==> src/rtl/count_pkg.sv <==
// Shared types and constants for the count_reg counter block.
package count_pkg;

   localparam int unsigned DEFAULT_WIDTH = 16;
   localparam int unsigned MAX_WIDTH     = 64;

   typedef enum logic [1:0] {
      IDLE = 2'd0,
      RUN  = 2'd1,
      DONE = 2'd2
   } state_e;

   // Constant all-ones pattern of the given width, zero-extended to MAX_WIDTH.
   function automatic logic [MAX_WIDTH-1:0] all_ones(input int unsigned width);
      logic [MAX_WIDTH-1:0] r;
      r = '0;
      for (int unsigned i = 0; i < MAX_WIDTH; i++) begin
         if (i < width) r[i] = 1'b1;
      end
      return r;
   endfunction

endpackage

==> src/rtl/count_inc.sv <==
// Combinational incrementer: returns q+1 modulo 2^WIDTH and the carry-out.
module count_inc
   import count_pkg::*;
#(
   parameter int unsigned WIDTH = DEFAULT_WIDTH
) (
   input  logic [WIDTH-1:0] q_i,
   output logic [WIDTH-1:0] q_inc_o,
   output logic             carry_o
);

   assign {carry_o, q_inc_o} = {1'b0, q_i} + (WIDTH + 1)'(1);

endmodule

==> src/rtl/count_reg.sv <==
// Loadable up-counter with IDLE/RUN/DONE control, sticky wrap flag and optional one-shot stop.
module count_reg
   import count_pkg::*;
#(
   parameter int unsigned WIDTH   = DEFAULT_WIDTH,
   parameter bit          ONESHOT = 1'b0
) (
   input  logic             clk,
   input  logic             rst_n,
   input  logic             start,
   input  logic             stop,
   input  logic             cnt_en,
   input  logic             set_all,
   input  logic             ld_valid,
   input  logic [WIDTH-1:0] ld_data,
   output logic             ld_ready,
   input  logic             clr_ovf,
   output logic [WIDTH-1:0] q,
   output logic             tc,
   output logic             ovf,
   output logic             busy
);

   localparam logic [WIDTH-1:0] AllOnes = WIDTH'(all_ones(WIDTH));

   state_e           state_q, state_d;
   logic [WIDTH-1:0] q_q, q_d;
   logic             ovf_q, ovf_d;

   logic [WIDTH-1:0] q_inc;
   logic             carry;
   logic             ld_acc;
   logic             inc_en;
   logic             wrap;

   count_inc #(
      .WIDTH (WIDTH)
   ) u_inc (
      .q_i     (q_q),
      .q_inc_o (q_inc),
      .carry_o (carry)
   );

   assign ld_ready = (state_q != RUN);
   assign ld_acc   = ld_valid & ld_ready;
   assign inc_en   = (state_q == RUN) & cnt_en;
   // A wrap only counts when the increment is the action actually applied.
   assign wrap     = inc_en & ~set_all & carry;

   always_comb begin
      q_d = q_q;
      if (set_all)     q_d = AllOnes;
      else if (ld_acc) q_d = ld_data;
      else if (inc_en) q_d = q_inc;
   end

   always_comb begin
      ovf_d = ovf_q;
      if (wrap)         ovf_d = 1'b1;
      else if (clr_ovf) ovf_d = 1'b0;
   end

   always_comb begin
      state_d = state_q;
      unique case (state_q)
         IDLE: begin
            if (!ld_acc && start && !stop) state_d = RUN;
         end
         RUN: begin
            if (stop)                 state_d = IDLE;
            else if (wrap && ONESHOT) state_d = DONE;
         end
         DONE: begin
            if (ld_acc)              state_d = IDLE;
            else if (start && !stop) state_d = RUN;
         end
         default: state_d = IDLE;
      endcase
   end

   always_ff @(posedge clk) begin
      if (!rst_n) begin
         state_q <= IDLE;
         q_q     <= '0;
         ovf_q   <= 1'b0;
      end else begin
         state_q <= state_d;
         q_q     <= q_d;
         ovf_q   <= ovf_d;
      end
   end

   assign q    = q_q;
   assign tc   = (q_q == AllOnes);
   assign ovf  = ovf_q;
   assign busy = (state_q == RUN);

endmodule

==> config.mk <==
export PLATFORM = sky130hd
export DESIGN_NAME = count_reg
export DESIGN_NICKNAME = d
export VERILOG_FILES = /design/src/rtl/count_pkg.sv /design/src/rtl/count_inc.sv /design/src/rtl/count_reg.sv
export SDC_FILE = /design/constraint.sdc
export NUM_CORES = 1
export LEC_CHECK = 0
export ABC_AREA = 1
export BUFFER_PORTS_ARGS = -buffer_cell sky130_fd_sc_hd__buf_2
export CAP_MARGIN = 20
export CORE_ASPECT_RATIO = 0.6
export CORE_MARGIN = 1.5
export CORE_UTILIZATION = 52
export DETAILED_ROUTE_END_ITERATION = 6
export HOLD_SLACK_MARGIN = 0.03
export PLACE_DENSITY = 0.83
export REMOVE_ABC_BUFFERS = 1
export SKIP_LAST_GASP = 1
export SLEW_MARGIN = 30
export SYNTH_ARGS = -nofsm -noshare
export SYNTH_HDL_FRONTEND = slang
export SYNTH_SLANG_ARGS = --single-unit
export TNS_END_PERCENT = 10
==> constraint.sdc <==
create_clock -name clk -period 3.2 [get_ports clk]
set_input_delay 0.16 -clock clk [delete_from_list [all_inputs] [get_ports clk]]
set_output_delay 0.16 -clock clk [all_outputs]
set_load 0.01 [all_outputs]
### Word-level counts from Yosys, hierarchy flattened

Index checks and enable logic that the tools add are counted.

* register bits after elaboration: 19
* logic and storage cells: 35

* eq/ne operators: 7
* muxes and demuxes: 10
* add/subtract/negate cells: 1
* reductions and logical operators: 9
* bitwise logic cells: 5

Operator list (count)
* 16-bit two-way mux: 3
* 16-bit by 1-bit adder with 17-bit output, second input constant: 1
* 16-bit equality test, second input constant: 1
* 2-bit two-way mux: 4
* 2-bit case mux with 3 select lines: 1
* 1-bit AND: 4
* 2-bit inequality test, second input constant: 2
* 1-bit logical AND: 3
* 3-bit inequality test, second input constant: 1
* 3-bit AND reduction: 1
* 3-bit nonzero test: 1
* 2-bit by 1-bit equality test with 1-bit output, second input constant: 1
* 2-bit equality test, second input constant: 1
* 1-bit zero test: 2
* 2-bit zero test: 1
* 1-bit two-way mux: 2
* 2-bit by 1-bit inequality test with 1-bit output, second input constant: 1
* 2-bit nonzero test: 1
* 1-bit NOT: 1

### Longest topological paths before layout

* depth in word-level cells: 7
* depth in mapped cells: 8
* mapped depth without buffers: 8

### Modules after synthesis

From an unflattened synthesis, not the netlist that was laid out.

* cell total of the unflattened synthesis: 253
* area total of the unflattened synthesis: 1507.7 um^2

By module, submodules not included
* count_reg: seq. area each 360.3 um^2, cells an instance 179, area an instance 1124.8 um^2, times used 1
* count_inc: seq. area each 0.0 um^2, cells an instance 74, area an instance 382.9 um^2, times used 1

### Worst setup path after synthesis

OpenSTA, ideal clock, no wires.

* path kind: reg-to-output
* start: reg q_q[1] (netlist: q[1])
* end: out tc
* path slack: 1.828 ns
* stages on the path, launching flop included: 8
* data arrival time: 1.212 ns
* cells stage by stage: dfxtp_1 -> ha_1 -> nand3_2 -> inv_2 -> nand3_1 -> inv_1 -> nand2_1 -> nor2_1

* word-level cells in the longest chain between the ends: 1

RTL lines
* start, declared: line count_reg.sv:27 `logic [WIDTH-1:0] q_q, q_d;`
* start signal, assigned: line count_reg.sv:88 `q_q <= q_d;`
* 16-bit equality test: line count_reg.sv:94 `assign tc = (q_q == AllOnes);`
* end, declared: line count_reg.sv:19 `output logic tc,`

Every way passes these cells.

### Worst setup path after layout

Same ends and word-level chain as after synthesis.

==> flow_metrics.py <==
metrics = {
    "sta": {
        "rsz0062_at_grt": "false",
        "fin_skew_ns": 0.00775,
        "tns_ns": 0,
        "timing.final.crit_share_pct": 57.1,
        "tightest_slew_ns": 0.468,
        "fmax_mhz": 547,
        "hold_viol": 0,
        "fin_crit_ns": 1.83,
        "setup_violations": 0,
        "slew_headroom_pct": 68.7,
        "slew_violations": 0,
    },
    "clock_network": {
        "htreeDepth": 1,
        "cts-resized-gates": 0,
        "root_buffer": "clkbuf_8",
        "clockBufferDepth": 2,
        "cts.sinks": 18,
        "clk_pin_slew_ns": 0.08,
        "holdBufCountCts": 0,
        "clkLatencyLatePin_ns": 0.26,
        "cts_tree": "built",
        "cts_made_buffers": 3,
        "cts_setup_buffers": 0,
    },
    "detailed_routing": {
        "ant_nets": 0,
        "firstDrtPassIters": 5,
        "num_vias": 1373,
        "via_per_inst": 5.34,
        "wl_per_cell_microns": 12.1,
        "initialDrtViolationCount": 117,
        "drt-total-wl_mm": 3.12,
        "drc": 0,
    },
    "placement": {
        "placed_area_sq_um": 1420,
        "hpwl_mm": 2.30,
        "place_inst": 253,
        "io_buffers": 43,
        "gp_congestion": 0.865,
    },
    "pwr": {
        "p_leak_nw": 0.714,
        "ir_drop_v": 0.000290,
        "power_density_nw_per_um2": 405,
        "p_total_uw": 597,
    },
    "critical_path": {
        "r2r_slack_ns": 1.41,
        "start_kind": "flop",
        "worstSetupPathType": "flop to primary output",
        "cp.arrival_ns": 1.67,
        "cp_top_family": "flip-flops",
        "r2r-end": "q[9]",
        "critPathCaptureType": "primary output",
        "critPathSlowestCell": "dfxtp_1",
        "rr_worst_depth": 8,
        "slowest_delay_ns": 0.42,
        "path_max_fanout": 5,
        "crit_required_ns": 3.04,
        "crit_path_cell_trace": "ha_1 > nand3_2 > inv_2 > nand3_1 > inv_1 > nand2_1 > nor2_1 > buf_2",
        "r2r-start": "state_q[0]",
        "crit_buf_inv": 3,
    },
    "synthesis": {
        "yosysTopAreaCell": "dfxtp_1",
        "synth-edff-count": 0,
        "ys.flop_type": "dfxtp_1",
        "synth_most_common_cell": "nand2_1",
        "ys_types": 28,
        "ys_ff_latch": 18,
        "async_flop_share_pct": 0,
        "yosysWarnings": 0,
        "synthTopCellsByCount": "nand2_1, a21oi_1, inv_1",
        "syn_area_sq_um": 1210,
        "synth.avg_cell_area_sq_um": 6.48,
        "synth_cells": 186,
        "synth_top_cells_by_area": "dfxtp_1, nand2_1, a21oi_1",
        "yosysTopAreaCellShare_pct": 29.9,
        "yosysSeqAreaShare_pct": 29.9,
    },
    "final_layout": {
        "n_antenna_cell": 0,
        "finalNonFillerCells": 257,
        "drive_above_1_share_pct": 29.5,
        "final_nets": 253,
        "area_delta_synth_final_pct": 22.4,
        "final_area_sq_um": 1480,
        "fillCellCount": 210,
    },
    "floorplan": {
        "num_io_pins": 44,
        "design.die.area_sq_um": 2630,
        "core_sq_um": 2180,
        "start_util_pct": 55.3,
        "die_x_microns": 65.2,
        "die_h_microns": 40.3,
        "row_count": 13,
    },
    "global_route": {
        "grt_max_degree": 21,
        "antenna_found_initial": 0,
        "grt_pass1_vias": 1045,
        "grt_overflow": 0,
        "track_usage_pct": 26.2,
        "grt_pass1_wl_mm": 5.07,
    },
    "min_path": {
        "worstHoldStart": "stop",
        "worstHoldEndpoint": "state_q[0]",
        "hp-class": "input pin to flop",
        "min_path_cells": 2,
    },
    "run": {
        "drv_cap": 0,
    },
    "status": {
        "status": "finished clean",
    },
}
-- logic make-up after synthesis --
group	Yosys count	share of synthesized area [%]
flops	18	29.9
fa+ha+maj	1	1.04
buf+inv	29	10.3
xor+xnor	1	0.726
simple gates	83	33.5
compound gates	54	24.6
-- sequential cells by signal (all words and copies together) (netlist names) --
name,flops
q,16
state_q,1
ovf,1
-- power by group --
| part | switching [mW] | internal, mW | total (mW) | leakage [nW] |
|---|---|---|---|---|
| Combinational | 0.0767 | 0.0542 | 0.131 | 0.535 |
| Clock | 0.0833 | 0.110 | 0.193 | 0.0288 |
| Sequential | 0.0298 | 0.244 | 0.274 | 0.150 |
| Total | 0.190 | 0.408 | 0.597 | 0.714 |
-- final cells by class --
cell class              count  area (sq um)  share of cell area [%]
clock buffers               4          55.1                    3.73
inverters                  23          86.3                    5.85
repair buffers             43           215                    14.6
flip-flops and latches     18           360                    24.4
multi-input cells         139           722                    48.9
well taps                  30          37.5                    2.54
-- per-stage QoR --
step | hold WS (ns) | worst slack [ns] | utilization, %
global placement | 0.330 | 1.57 | 65.2
finish | 0.0472 | 1.37 | 67.7
detailed placement | 0.327 | 1.48 | 65.2
global route | 0.0546 | 1.24 | 67.7
CTS | 0.0479 | 1.39 | 67.7
floorplan | 0.239 | 1.78 | -
-- how the worst max path moves through the flow --
| stage | start | endpoint | slack (ns) | cells past startpoint |
|---|---|---|---|---|
| final | q[1] | tc | 1.37 | 8 |
| after global routing | state_q[0] | q[9] | 1.24 | 8 |
| after CTS | q[1] | tc | 1.39 | 8 |
| after floorplan | state_q[0] | q[15] | 1.78 | 8 |
| after detailed placement | state_q[0] | q[9] | 1.48 | 8 |
| after global placement | state_q[0] | q[9] | 1.57 | 8 |
-- metal layers --
layer,vias up,share of wire (%),global-route usage (%)
li1,705,-,-
met1,599,52,39.6
met2,65,38,38.0
met3,4,9.3,5.90
met4,0,0.55,4.69
met5,-,0,0
-- cell usage in the layout (no fill, tap or decap), types with 2 or more instances in the layout --
cell / netlist / routed
inv_2: 3 / 3
inv_1: 20 / 20
o21ai_0: 19 / 19
a31oi_1: 4 / 4
o21bai_1: 3 / 3
a21oi_1: 24 / 24
nand3_2: 2 / 2
nand4_1: 2 / 2
nor2_2: 4 / 4
dfxtp_1: 18 / 18
nor2_1: 11 / 11
nand2_2: 4 / 4
nand3_1: 17 / 17
buf_2: 3 / 43
a21oi_2: 2 / 2
clkbuf_8: 0 / 4
nand2_1: 38 / 38
Power figures use the tool's default switching activity.
